==> config.mk <==
export PLATFORM = sky130hd
export DESIGN_NAME = ksa_multiword_seq
export DESIGN_NICKNAME = d
export VERILOG_FILES = /design/src/rtl/ksa_multiword_seq.sv
export SDC_FILE = /design/constraint.sdc
export NUM_CORES = 1
export LEC_CHECK = 0
export CELL_PAD_IN_SITES_DETAIL_PLACEMENT = 1
export CELL_PAD_IN_SITES_GLOBAL_PLACEMENT = 1
export CORE_MARGIN = 10
export CORE_UTILIZATION = 47
export CTS_BUF_LIST = sky130_fd_sc_hd__clkbuf_2 sky130_fd_sc_hd__clkbuf_4 sky130_fd_sc_hd__clkbuf_8
export CTS_CLUSTER_DIAMETER = 80
export CTS_CLUSTER_SIZE = 20
export DETAILED_ROUTE_END_ITERATION = 6
export PLACE_DENSITY_LB_ADDON = 0.1
export SYNTH_ARGS = -nofsm -noshare
export SYNTH_HDL_FRONTEND = slang
export SYNTH_SLANG_ARGS = --single-unit
==> constraint.sdc <==
create_clock -name clk -period 7 [get_ports clk]
set_input_delay 1.4 -clock clk [delete_from_list [all_inputs] [get_ports clk]]
set_output_delay 1.4 -clock clk [all_outputs]
set_load 0.03 [all_outputs]
==> src/rtl/ksa_multiword_seq.sv <==
// ---------------------------------------------------------------------------
// ksa_multiword_seq
//   Runs wide add/subtract over 16*NWORDS-bit operands on one shared 16-bit
//   Kogge-Stone adder. It processes one word per clock, least-significant
//   word first, and passes the carry from one word to the next.
//
//   Ports
//     clk      rising-edge clock
//     rst_n    asynchronous active-low reset
//     start    request, sampled only while idle (busy=0)
//     abort    cancel the operation in flight (no done, outputs kept)
//     sub      0: a+b+cin   1: a-b
//     cin      carry-in for add, ignored for subtract
//     a, b     W-bit operands
//     busy     operation in flight
//     done     one-cycle completion pulse
//     sum      W-bit result, updated only at completion
//     cout     final carry-out (subtract: 1 = no borrow)
//     overflow signed two's-complement overflow of the W-bit result
//
//   State | Meaning
//   IDLE  | waiting for start; outputs hold the last completed result
//   RUN   | one word added per cycle; index selects the word
// ---------------------------------------------------------------------------
module ksa_multiword_seq #(
    parameter int NWORDS = 4
) (
    input  logic                   clk,
    input  logic                   rst_n,
    input  logic                   start,
    input  logic                   abort,
    input  logic                   sub,
    input  logic                   cin,
    input  logic [16*NWORDS-1:0]   a,
    input  logic [16*NWORDS-1:0]   b,
    output logic                   busy,
    output logic                   done,
    output logic [16*NWORDS-1:0]   sum,
    output logic                   cout,
    output logic                   overflow
);

    localparam int W     = 16 * NWORDS;
    localparam int IDX_W = (NWORDS > 1) ? $clog2(NWORDS) : 1;

    typedef enum logic {S_IDLE, S_RUN} state_t;

    state_t             state_q;
    logic [W-1:0]       a_q, b_q, work_q, work_d, sum_q;
    logic               carry_q;
    logic [IDX_W-1:0]   idx_q;
    logic               busy_q, done_q, cout_q, ovf_q;
    logic [15:0]        a_word, b_word;
    logic [16:0]        add_sum;
    logic               last_word;

    assign a_word    = a_q[{idx_q, 4'b0000} +: 16];
    assign b_word    = b_q[{idx_q, 4'b0000} +: 16];
    assign last_word = (idx_q == IDX_W'(NWORDS - 1));

    KoggeStoneAdder u_adder (
        .sum (add_sum),
        .a   (a_word),
        .b   (b_word),
        .cin (carry_q)
    );

    // Work vector with the current word merged in. On the last word this is
    // the complete result, so sum can load it in the same edge.
    always_comb begin
        work_d = work_q;
        work_d[{idx_q, 4'b0000} +: 16] = add_sum[15:0];
    end

    always_ff @(posedge clk or negedge rst_n) begin
        if (!rst_n) begin
            state_q <= S_IDLE;
            a_q     <= '0;
            b_q     <= '0;
            work_q  <= '0;
            sum_q   <= '0;
            carry_q <= 1'b0;
            idx_q   <= '0;
            busy_q  <= 1'b0;
            done_q  <= 1'b0;
            cout_q  <= 1'b0;
            ovf_q   <= 1'b0;
        end else begin
            done_q <= 1'b0;
            case (state_q)
                S_IDLE: begin
                    if (start && !abort) begin
                        a_q     <= a;
                        // Subtract is a + ~b + 1, so b is inverted at capture.
                        b_q     <= sub ? ~b : b;
                        carry_q <= sub | cin;
                        idx_q   <= '0;
                        busy_q  <= 1'b1;
                        state_q <= S_RUN;
                    end
                end
                S_RUN: begin
                    if (abort) begin
                        idx_q   <= '0;
                        busy_q  <= 1'b0;
                        state_q <= S_IDLE;
                    end else begin
                        work_q  <= work_d;
                        carry_q <= add_sum[16];
                        if (last_word) begin
                            sum_q   <= work_d;
                            cout_q  <= add_sum[16];
                            // b_q already holds the effective operand; the
                            // result msb is bit 15 of the final word.
                            ovf_q   <= (a_q[W-1] == b_q[W-1]) &&
                                       (add_sum[15] != a_q[W-1]);
                            idx_q   <= '0;
                            busy_q  <= 1'b0;
                            done_q  <= 1'b1;
                            state_q <= S_IDLE;
                        end else begin
                            idx_q <= idx_q + IDX_W'(1);
                        end
                    end
                end
                default: state_q <= S_IDLE;
            endcase
        end
    end

    assign busy     = busy_q;
    assign done     = done_q;
    assign sum      = sum_q;
    assign cout     = cout_q;
    assign overflow = ovf_q;

endmodule

// ---------------------------------------------------------------------------
// KoggeStoneAdder
//   16-bit parallel-prefix adder.
//   Ports: sum[16:0] (sum[16] = carry-out), a, b, cin.
// ---------------------------------------------------------------------------
module KoggeStoneAdder (
    output logic [16:0] sum,
    input  logic [15:0] a,
    input  logic [15:0] b,
    input  logic        cin
);

    logic [4:0][15:0] g;
    logic [4:0][15:0] p;
    logic [16:0]      c;

    assign g[0] = a & b;
    assign p[0] = a ^ b;

    genvar lv, i;
    generate
        for (lv = 1; lv <= 4; lv++) begin : g_level
            localparam int D = 1 << (lv - 1);
            for (i = 0; i < 16; i++) begin : g_bit
                if (i >= D) begin : g_comb
                    assign g[lv][i] = g[lv-1][i] | (p[lv-1][i] & g[lv-1][i-D]);
                    assign p[lv][i] = p[lv-1][i] & p[lv-1][i-D];
                end else begin : g_pass
                    assign g[lv][i] = g[lv-1][i];
                    assign p[lv][i] = p[lv-1][i];
                end
            end
        end
    endgenerate

    // After four levels, g/p cover bits [i:0], so cin is folded in last.
    assign c[0] = cin;
    generate
        for (i = 0; i < 16; i++) begin : g_carry
            assign c[i+1] = g[4][i] | (p[4][i] & cin);
        end
    endgenerate

    assign sum = {c[16], p[0] ^ c[15:0]};

endmodule
==> impl_metrics.py <==
metrics = {
    "synth": {
        "synth_cell_type_count": 46,
        "ys_async_sr_fraction_pct": 100.0,
        "ys_warn_count": 0,
        "synth_top_area_share_pct": 53.16,
        "ys_seq_area_share_pct": 53.16,
        "synthSimpleGateAreaFrac_pct": 9.847,
        "synth_edf_count": 0,
        "synth-seq-cells": 264,
        "synthMuxAreaShare_pct": 12.08,
        "synth_flop_cell": "dfrtp_1",
        "synth_area_per_cell_um2": 11.17,
        "synth_top_family_by_area": "compound AO/OA/AOI/OAI gates",
        "synth_compound_area_share_pct": 14.34,
        "netlist_instances": 1113,
        "synth_fa_ha_area_share_pct": 2.477,
        "ys_top_cells_by_area": "dfrtp_1 53%, mux2_2 5.8%, mux4_2 5.8%",
        "post_synth_instance_area_um2": 12430,
        "synth_top_cell_by_area": "dfrtp_1",
        "synth_nets": 1271,
        "synth-xor-area-share_pct": 5.356,
    },
    "detailed_routing": {
        "routedWlPerCell_um": 21.96,
        "first_pass_iters": 5,
        "ant_nets": 0,
        "via_per_inst": 5.771,
        "vias": 9279,
        "drc_errors": 0,
        "wirelength_um": 35310,
        "first_iter_violations": 663,
    },
    "sta": {
        "setup_violations": 0,
        "fin_tns_setup_ns": 0,
        "timing.fmax_mhz": 235.2,
        "hold_viol": 0,
        "holdWs_ns": 0.4913,
        "worst_slack_ns": 2.748,
        "tightest_slew_ns": 1.221,
        "maxSlewHeadroom_pct": 18.58,
        "clock_skew_ns": 0.03226,
        "rsz0062_at_grt": "no",
        "finalCritPeriodShare_pct": 60.74,
        "report.final.slew_viol_count": 0,
        "period_needed_ns": 4.252,
    },
    "cells_and_area": {
        "seqCellArea_um2": 6609,
        "syn_to_final_growth_pct": 20.42,
        "fillers": 2760,
        "postLayoutCellArea_um2": 14960,
        "final_layout_size_suffix_gt1_share_pct": 10.95,
        "multi_input_area_um2": 5502,
        "final_nets": 1426,
        "stdcell_count": 1608,
    },
    "die": {
        "io_pins": 202,
        "die_h_um": 182.6,
        "start_util_pct": 47.69,
        "design.die.area_um2": 33340,
        "rows": 59,
        "core-area_um2": 26060,
        "die_x_um": 182.6,
    },
    "global_route": {
        "grt_pass1_wl_um": 56700,
        "grt_util_all_layers_pct": 20.87,
        "first_global_vias": 10050,
        "grt_overflow": 0,
        "antenna_found_initial": 3,
        "grt_max_degree": 193,
    },
    "critical_path": {
        "worstPathMaxFanout": 21,
        "cp-end-kind": "flop",
        "reg2reg_from": "idx_q[0]$_DFFE_PN0P_",
        "critPathMaxStageDelay_ns": 0.79,
        "rr_endpoint": "sum[26]$_DFFE_PN0P_",
        "path_cells": "buf_4 -> mux4_2 -> ha_1 -> a211oi_1 -> nor4_2 -> o211ai_2 -> mux2i_1 -> nand4_1 -> o21ai_0",
        "critPathTopFamily": "compound AO/OA/AOI/OAI gates",
        "critical_path_cell_count": 9,
        "worst_path_max_delay_cell": "dfrtp_2",
        "arrival_ns": 4.70,
        "required_ns": 7.45,
        "cp-endpoint": "sum[26]$_DFFE_PN0P_",
        "cp-start-kind": "flop",
        "r2r_cells": 9,
        "startpoint": "idx_q[0]$_DFFE_PN0P_",
        "reg2reg_slack_ns": 2.75,
        "path_buf_inv": 1,
        "crit_type": "reg2reg",
    },
    "clock_network": {
        "tritoncts": "yes",
        "cts_sinks": 264,
        "cts_hold_buf": 0,
        "numCtsBuffers": 17,
        "cts_buffer_depth": 3,
        "cts-htree-levels": 1,
        "clk_latency_ns": 0.54,
        "cts_resized": 0,
        "ctsRootBufferMaster": "clkbuf_8",
        "postCtsSetupRepairBufs": 0,
        "path_clk_slew_ns": 0.13,
    },
    "power": {
        "power_frac_seq_pct": 39.1,
        "combPwrFrac_pct": 46.9,
        "irDropWorstVdd_uv": 257.5,
        "sw_frac_of_total_pct": 42.81,
        "power_frac_clock_pct": 14.0,
        "p_leak_nw": 6.274,
        "power_density_nw_per_um2": 349.2,
        "switchingPower_mw": 2.237,
        "p_int_mw": 2.988,
    },
    "placement": {
        "placed_cells": 1584,
        "port_buffers": 201,
        "dp_hpwl_um": 25010,
        "placed_area_um2": 14690,
        "dpl_worst_slack_ns": 2.704,
        "place_congestion": 0.8137,
    },
    "worst_hold_path": {
        "min_path_type": "reg2reg",
        "whs_path_depth": 2,
    },
    "outcome": {
        "outcome": "complete, no violations",
    },
    "flow_run": {
        "drv_cap": 0,
    },
}
## cells by family (layout without fill, tap and decap cells)
kind of cell,after synthesis,after routing
AO/OA/AOI/OAI,281,281
AND/OR/NAND/NOR,279,279
flip-flops,264,264
multiplexers,102,102
buffers and inverters,87,243
XOR/XNOR,76,76
adder cells (fa/ha/maj),24,24
other,0,4
## worst min-delay path by stage
stage | start | endpoint
detailed placement | work_q[15]$_DFFE_PN0P_ | work_q[15]$_DFFE_PN0P_
global route | work_q[15]$_DFFE_PN0P_ | work_q[15]$_DFFE_PN0P_
finish | work_q[15]$_DFFE_PN0P_ | work_q[15]$_DFFE_PN0P_
global placement | work_q[8]$_DFFE_PN0P_ | work_q[8]$_DFFE_PN0P_
floorplan | work_q[31]$_DFFE_PN0P_ | work_q[31]$_DFFE_PN0P_
CTS | work_q[15]$_DFFE_PN0P_ | work_q[15]$_DFFE_PN0P_
## power by group through the flow
stage	registers (mW)	logic (mW)	clock network, mW
global placement	2.07	2.38	0
global route	2.09	2.66	0.800
floorplan	2.20	1.38	0
detailed placement	2.08	2.45	0
finish	2.05	2.45	0.730
CTS	2.05	2.45	0.758
## state kept, by name (all words and copies together) (netlist names)
register and cells:
overflow 1, a_q 64, work_q 64, done 1
cout 1, idx_q 2, b_q 64, busy 1
carry_q 1, sum 64, state_q 1
## cell usage in the layout (no fill, tap or decap), types with 6 or more instances in the layout
master           instances
inv_1                   12
a22o_1                  32
mux4_2                  32
xnor2_1                 71
nor2_1                 141
a21oi_1                117
clkbuf_8                17
nor3_1                   8
o21ai_0                 57
nand2_1                 64
a221oi_1                32
mux2i_1                  6
o21ai_1                  9
dfrtp_1                262
and3_1                  36
buf_4                    9
clkdlybuf4s50_1        199
ha_1                    23
mux2_2                  64
## worst register-to-register path: cells and delay by family, from the launching register on
kind	cells	cell delay, ns
AOI/OAI and AO/OA	3	1.10
adders and majority gates	1	0.33
buffers and inverters	1	0.51
DFF	1	0.79
muxes	2	0.88
and+or+nand+nor	2	0.56
## cell usage after synthesis (3+ instances only)
master / instances
a211o_1: 3
a21o_1: 3
a21oi_1: 117
a221oi_1: 32
a22o_1: 32
a32o_1: 4
and2_1: 4
and3_1: 36
buf_1: 10
buf_2: 11
clkbuf_1: 54
dfrtp_1: 264
ha_1: 23
inv_1: 12
mux2_2: 64
mux2i_1: 6
mux4_2: 32
nand2_1: 65
nand3_1: 5
nand4_1: 5
nor2_1: 142
nor2b_1: 3
nor3_1: 9
nor3b_1: 3
o21ai_0: 57
o21ai_1: 9
o21bai_1: 5
o31ai_1: 5
xnor2_1: 71
xor2_1: 5
## final cells by class
class | count | share of cell area (%)
clock buffer | 19 | 1.664
timing repair buffer | 211 | 14.13
tap | 335 | 2.801
multi-input combinational | 762 | 36.76
antenna | 4 | 0.06689
clock inverter | 1 | 0.1087
sequential | 264 | 44.16
inverter | 12 | 0.3010
## routing by layer
metal,global-route usage [%],routed length [um]
met1,27.47,15600
met2,34.52,17140
met4,4.230,597
met5,0,0
met3,4.866,1984
## stage by stage
| step | util (%) | total power [mW] |
|---|---|---|
| 6_report | 57.43 | 5.225 |
| 5_1_grt | 57.39 | 5.551 |
| 4_1_cts | 57.39 | 5.259 |
| 3_5_place_dp | 56.37 | 4.526 |
| 3_3_place_gp | 56.37 | 4.447 |
| 2_1_floorplan | - | 3.577 |
Note: power is estimated with default switching activity, not from simulation.
